### src/rtl/lifo_stack_ctrl.sv
// LIFO stack controller: push / pop / replace-top / clear, occupancy count, level flags, overflow/underflow reporting.
// Define STACK_ERR_STICKY_EN to make overflow/underflow sticky until clear or reset (default: one-cycle pulses).
module lifo_stack_ctrl #(
    parameter int D     = 32,
    parameter int A     = 4,
    parameter int AF_TH = 12
) (
    input  logic         clk,
    input  logic         reset,
    input  logic         clear,
    input  logic         push,
    input  logic         pop,
    input  logic [D-1:0] wr_data,
    output logic [D-1:0] rd_data,
    output logic [A:0]   count,
    output logic         empty,
    output logic         full,
    output logic         almost_full,
    output logic         overflow,
    output logic         underflow
);

    localparam int         DEPTH   = 2 ** A;
    localparam logic [A:0] DEPTH_C = (A + 1)'(DEPTH);
    localparam logic [A:0] AF_C    = (A + 1)'(AF_TH);
    localparam logic [A:0] ONE_C   = (A + 1)'(1);

    logic [D-1:0] mem [DEPTH];
    logic [A:0]   count_q;
    logic [A:0]   top_idx;
    logic [A-1:0] top_addr;
    logic [A-1:0] wr_addr;
    logic         wr_en;
    logic         ovf_ev;
    logic         unf_ev;
    logic         ovf_q;
    logic         unf_q;

    assign empty       = (count_q == '0);
    assign full        = (count_q == DEPTH_C);
    assign almost_full = (count_q >= AF_C);
    assign count       = count_q;
    assign overflow    = ovf_q;
    assign underflow   = unf_q;

    assign top_idx  = count_q - ONE_C;
    assign top_addr = top_idx[A-1:0];

    // Push+pop on a non-empty stack overwrites the top; on an empty stack it is a plain push.
    assign wr_en   = !reset && !clear && push && (pop || !full);
    assign wr_addr = (pop && !empty) ? top_addr : count_q[A-1:0];

    assign ovf_ev = push && !pop && full;
    assign unf_ev = pop && !push && empty;

    assign rd_data = empty ? '0 : mem[top_addr];

    always_ff @(posedge clk) begin
        if (wr_en) begin
            mem[wr_addr] <= wr_data;
        end
    end

    always_ff @(posedge clk) begin
        if (reset) begin
            count_q <= '0;
            ovf_q   <= 1'b0;
            unf_q   <= 1'b0;
        end else if (clear) begin
            count_q <= '0;
            ovf_q   <= 1'b0;
            unf_q   <= 1'b0;
        end else begin
            if (push && !pop && !full) begin
                count_q <= count_q + ONE_C;
            end else if (pop && !push && !empty) begin
                count_q <= count_q - ONE_C;
            end else if (push && pop && empty) begin
                count_q <= ONE_C;
            end
`ifdef STACK_ERR_STICKY_EN
            ovf_q <= ovf_q | ovf_ev;
            unf_q <= unf_q | unf_ev;
`else
            ovf_q <= ovf_ev;
            unf_q <= unf_ev;
`endif
        end
    end

endmodule
### config.mk
export PLATFORM = sky130hd
export DESIGN_NAME = lifo_stack_ctrl
export DESIGN_NICKNAME = d
export VERILOG_FILES = /design/src/rtl/lifo_stack_ctrl.sv
export SDC_FILE = /design/constraint.sdc
export NUM_CORES = 1
export LEC_CHECK = 0
export CELL_PAD_IN_SITES_DETAIL_PLACEMENT = 2
export CELL_PAD_IN_SITES_GLOBAL_PLACEMENT = 2
export CORE_AREA = 2 2 206 208
export DETAILED_ROUTE_END_ITERATION = 7
export DIE_AREA = 0 0 208 210
export PLACE_DENSITY_LB_ADDON = 0.3
export SLEW_MARGIN = 20
export SYNTH_ARGS = -nofsm -noshare
export SYNTH_HDL_FRONTEND = slang
export SYNTH_SLANG_ARGS = --single-unit
### constraint.sdc
create_clock -name clk -period 5.8 [get_ports clk]
set_input_delay 1.16 -clock clk [delete_from_list [all_inputs] [get_ports clk]]
set_output_delay 1.16 -clock clk [all_outputs]
set_load 0.03 [all_outputs]
# Yosys cells after proc, flatten, opt, wreduce, memory -nomap -nowiden
# Memory sizes are Yosys's and may differ from the RTL's.
# Index checks and enable logic that the tools add are counted.
op_classes:
  addsub: 2
  mul: 0
  n_div: 0
  order_cmp: 1
  n_eq_ne: 1
  shifts: 0
  mux: 7
  n_bitwise: 0
  reduce_logical: 22
op_table:
  columns: ["op", "n"]
  rows:
  - ["two-way mux 32 bit", 1]
  - ["two-way mux 5 bit", 3]
  - ["logical AND 1 bit", 12]
  - ["zero test 1 bit", 6]
  - ["adder 5 x 1 -> 5 bit (second input constant)", 1]
  - ["equality test 5 bit (second input constant)", 1]
  - ["greater-or-equal comparator 5 x 4 -> 1 bit (second input constant)", 1]
  - ["zero test 5 bit", 1]
  - ["subtractor 5 x 1 -> 5 bit (second input constant)", 1]
  - ["two-way mux 4 bit", 1]
  - ["nonzero test 3 bit", 1]
  - ["two-way mux 1 bit", 2]
  - ["OR reduction 2 bit", 1]
  - ["logical OR 1 bit", 1]
totals:
  regBits: 7
  latch_bits: 0
  ramBits: 512
  rom_bits: 0
  input_bits: 37
  output_inout_bits: 42
  word_cells: 37
  memories: 1
memory_table:
  columns: ["memory", "depth", "word_bits", "rd", "rd_ports_with_merged_regs", "wr", "line", "text"]
  rows:
  - ["mem", 16, 32, 1, 0, 1, "28", "logic [D-1:0] mem [DEPTH];"]

# Depth between registers and ports, before layout
depth:
  word_depth: 6
  mapped_depth: 10
  depth_no_buf: 7

# Least setup slack after synthesis
# No wires, ideal clock.
synth_path:
  kind: "register to register"
  from: "register count_q[0] (netlist: count[0])"
  to: "memory mem[0][0] (enable)"
  arrival_ns: 4.638
  setup_slack_ns: 0.701
  stages_incl_launch_ff: 10
  path_buffers: 4
  period_less_slack_ns: 5.099
  cell_sequence: "dfxtp_1 clkbuf_1 buf_2 inv_1 ha_1 clkbuf_1 clkbuf_1 and4_1 a31oi_1 nor3_1"
synth_via:
  elab_chain_cells: 6
synth_lines:
  columns: ["element", "line", "text"]
  rows:
  - ["start, declared", "29", "logic [A:0] count_q;"]
  - ["start signal, assigned", "75", "count_q <= count_q + ONE_C;"]
  - ["start signal, assigned", "77", "count_q <= count_q - ONE_C;"]
  - ["equality test 5 bit", "40", "assign full = (count_q == DEPTH_C);"]
  - ["zero test 1 bit", "50", "assign wr_en = !reset && !clear && push && (pop || !full);"]
  - ["logical OR 1 bit", "50", null]
  - ["logical AND 1 bit", "50", null]
  - ["two-way mux 1 bit", "59", "if (wr_en) begin"]
  - ["two-way mux 1 bit (not written as such)", "60", "mem[wr_addr] <= wr_data;"]
  - ["end, declared", "28", null]
# Parallel ways exist; a longest one is shown, timed or not.

# Final worst setup path
layout_path:
  from: "register count_q[0] (netlist: count[0])"
  to: "output port rd_data[19]"
layout_via:
  elab_chain_cells: 3
layout_lines:
  columns: ["element", "line", "text"]
  rows:
  - ["subtractor 5 x 1 -> 5 bit", null, null]
  - ["memory (16 x 32 bit)", null, null]
  - ["two-way mux 32 bit *", "56", "assign rd_data = empty ? '0 : mem[top_addr];"]
  - ["end, declared", "14", "output logic [D-1:0] rd_data,"]
# Mark *: on every way between the ends. The rest lies on a longest branch, timed or not.

==> run_results.csv <==
group,metric,value,unit
floorplanning,fp.dieH,210,µm
finish,fill_cells,3338,
finish,regArea,15500,µm²
route,drt_pass1_iterations,7,
power,p_int,0.00628,W
synthesis,synth_area_leaders,"edfxtp_1, mux4_2, mux2i_1",
clock_network,clock_path_buffers,3,
finish,layout-drive-gt1-share,0.245,
synthesis,syn_area,20100,µm²
sta,relSlewSlack,0.289,
clock_network,path_clk_slew,60,ps
job,drv_cap,0,
global_route,grt_pass1_vias,11100,
finish,layout_commonest_cell,"edfxtp_1",
sta,worst_pin_slew,1050,ps
power,clockPowerShare,0.389,
placement,dp_cells,1492,
setup_path,worstSetupPathType,"reg2out",
finish,final_util,0.565,
sta,final-setup-viol-count,0,
placement,dpl_worst_slack,769,ps
setup_path,worstPathRequired,4640,ps
run_status,status,"finished, final reports clean",
clock_network,h-tree-depth,2,
clock_network,post_cts.repair.setup_buffers,0,
floorplanning,pin_count,79,
power,combPwrFrac,0.105,
sta,finalSetupTns,0,ps
min_path,hold_class,"reg2reg",
power,p_switching,0.00196,W
sta,fin_ws,196,ps
floorplanning,dieArea,43700,µm²
global_route,grt_pass1_wl,83200,µm
synthesis,synthCells,891,
placement,io_buffers,78,
global_route,grt_usage,0.271,
setup_path,worstPathMaxFanout,33,
finish,nets,1048,
clock_network,hold_buffers,0,
synthesis,synth_edf_count,512,
sta,fmax,0.178,GHz
synthesis,post-synth-top-area-fraction,0.765,
route,drc,0,
clock_network,cts_tree,"yes",
finish,multiInputGateArea,4510,µm²
clock_network,clkLatencyLatePin,620,ps
setup_path,setup.worst_path.end_class,"output pin",
synthesis,syn_avg_cell_area,22.6,µm²
route,vias,10100,
sta,finalHoldViolations,0,
synthesis,synth-async-reset-ratio,0,
floorplanning,fp.coreArea,41500,µm²
sta,rsz0062_at_grt,"false",
clock_network,cts_made_buffers,53,
route,viasPerCell,6.34,
finish,final_cell_mix,"edfxtp_1, mux4_2, clkdlybuf4s50_1",
route,wl,57500,µm
power,p_leak,7.12,nW
sta,fin_crit_sh,0.966,
sta,period_needed,5600,ps
sta,maxSlewViolCount,0,
power,power.share.switching,0.238,
clock_network,cts_resized,0,
synthesis,ys.flop_type,"edfxtp_1",
clock_network,cts_root_buf,"clkbuf_16",
route,wl_per_cell,36.2,µm
sta,fin_worst_skew,14.4,ps
finish,area_delta_synth_final,16.6,%
synthesis,ys_types,51,
synthesis,yosysTopAreaCell,"edfxtp_1",
global_route,grt_max_degree,110,
setup_path,worstSetupStartpointType,"register",
floorplanning,initial_core_util,0.485,
floorplanning,rows,75,
power,worst_ir_drop_vdd,0.000250,V
route,drtIter0Drc,1059,
floorplanning,die_x,208,µm
synthesis,synthesis.nets,931,
global_route,grt_overflow,0,
global_route,antenna_found_initial,2,
power,p_seq_frac,0.506,
power,power_density,351,nW/µm²
placement,hpwl,31900,µm
finish,fin_cells,1586,
synthesis,ys_seq_elements,519,
synthesis,yosysSeqAreaShare,0.772,
setup_path,arrival,4440,ps
clock_network,clock_sinks,519,
synthesis,ys_warn_count,0,
route,postRouteAntennaNets,0,
placement,gp_congestion,0.710,
[routing by layer]
layer	vias to the layer above	wire, µm	global-route usage
met5	-	0	0
met4	0	1680	0.0902
met3	102	3190	0.0432
met2	402	29500	0.461
met1	5489	23100	0.361
li1	4060	-	-
[through the flow]
stage                     cell area (µm²)  hold WS [ps]  total power [W]
final                               23500           701          0.00823
after global routing                23500           748          0.00845
after CTS                           23500           692          0.00830
after detailed placement            21900           678          0.00511
after global placement              21900           661          0.00506
after floorplan                     20100           696          0.00474
[power groups by stage]
stage | clock network, W | registers, W | logic (W)
after floorplan | 0 | 0.00424 | 0.000504
after global placement | 0 | 0.00424 | 0.000817
after detailed placement | 0 | 0.00425 | 0.000864
after CTS | 0.00326 | 0.00417 | 0.000873
after global routing | 0.00337 | 0.00417 | 0.000910
final | 0.00320 | 0.00417 | 0.000863
[state kept, by name, indices dropped and copies added, names as in the netlist]
name	flops
underflow	1
overflow	1
count	5
mem	512
[synthesized netlist by cell type, types with 2 or more instances]
cell type  instances
nor4b_1            2
clkbuf_1          29
ha_1               3
mux4_2           128
o2111ai_1          2
nand3_1            2
nor3_1             9
o211a_1            2
nand2b_1           2
buf_2             20
a31oi_1            5
inv_1              4
o21ai_0            3
edfxtp_1         512
nor2_1            15
dfxtp_1            7
nor2b_1            5
a21oi_1            2
and2_1             2
o22ai_1           33
nand2_1            7
mux2i_1           66
a211oi_1           3
[path summary, 6_finish.rpt]
path	startpoint	to	cells past startpoint	slack, ps
setup / recovery	count[0]	rd_data[19]	7	200
hold reg to reg	count[4]	count[4]	1	700
hold / removal	count[4]	count[4]	1	700
setup reg to reg	count[0]	mem[5][27]	7	1320
[cell families (layout without fill, tap and decap cells)]
family,count (synthesis),count (layout),share of synthesized area
flops,519,519,0.772
mux,194,194,0.176
compound gates,65,65,0.0235
simple gates,55,55,0.0152
buf+inv,55,210,0.0115
fa+ha+maj,3,3,0.00187
other cells,0,1,0
[area by class of cell]
class | instances | share of cell area
sequential | 519 | 0.662
multi-input combinational | 317 | 0.192
clock buffer | 70 | 0.0593
timing repair buffer | 112 | 0.0495
tap | 539 | 0.0288
clock inverter | 23 | 0.00747
inverter | 5 | 0.000800
antenna | 1 | 0.000107
[worst max-delay path: stages (launching register included)]
cell and delay (ps):
dfxtp_4 790, inv_1 370, ha_4 290, a21oi_1 480, mux2i_4 390, buf_4 340, o22ai_1 400, clkdlybuf4s50_1 750
(Power assumes the default switching activity.)
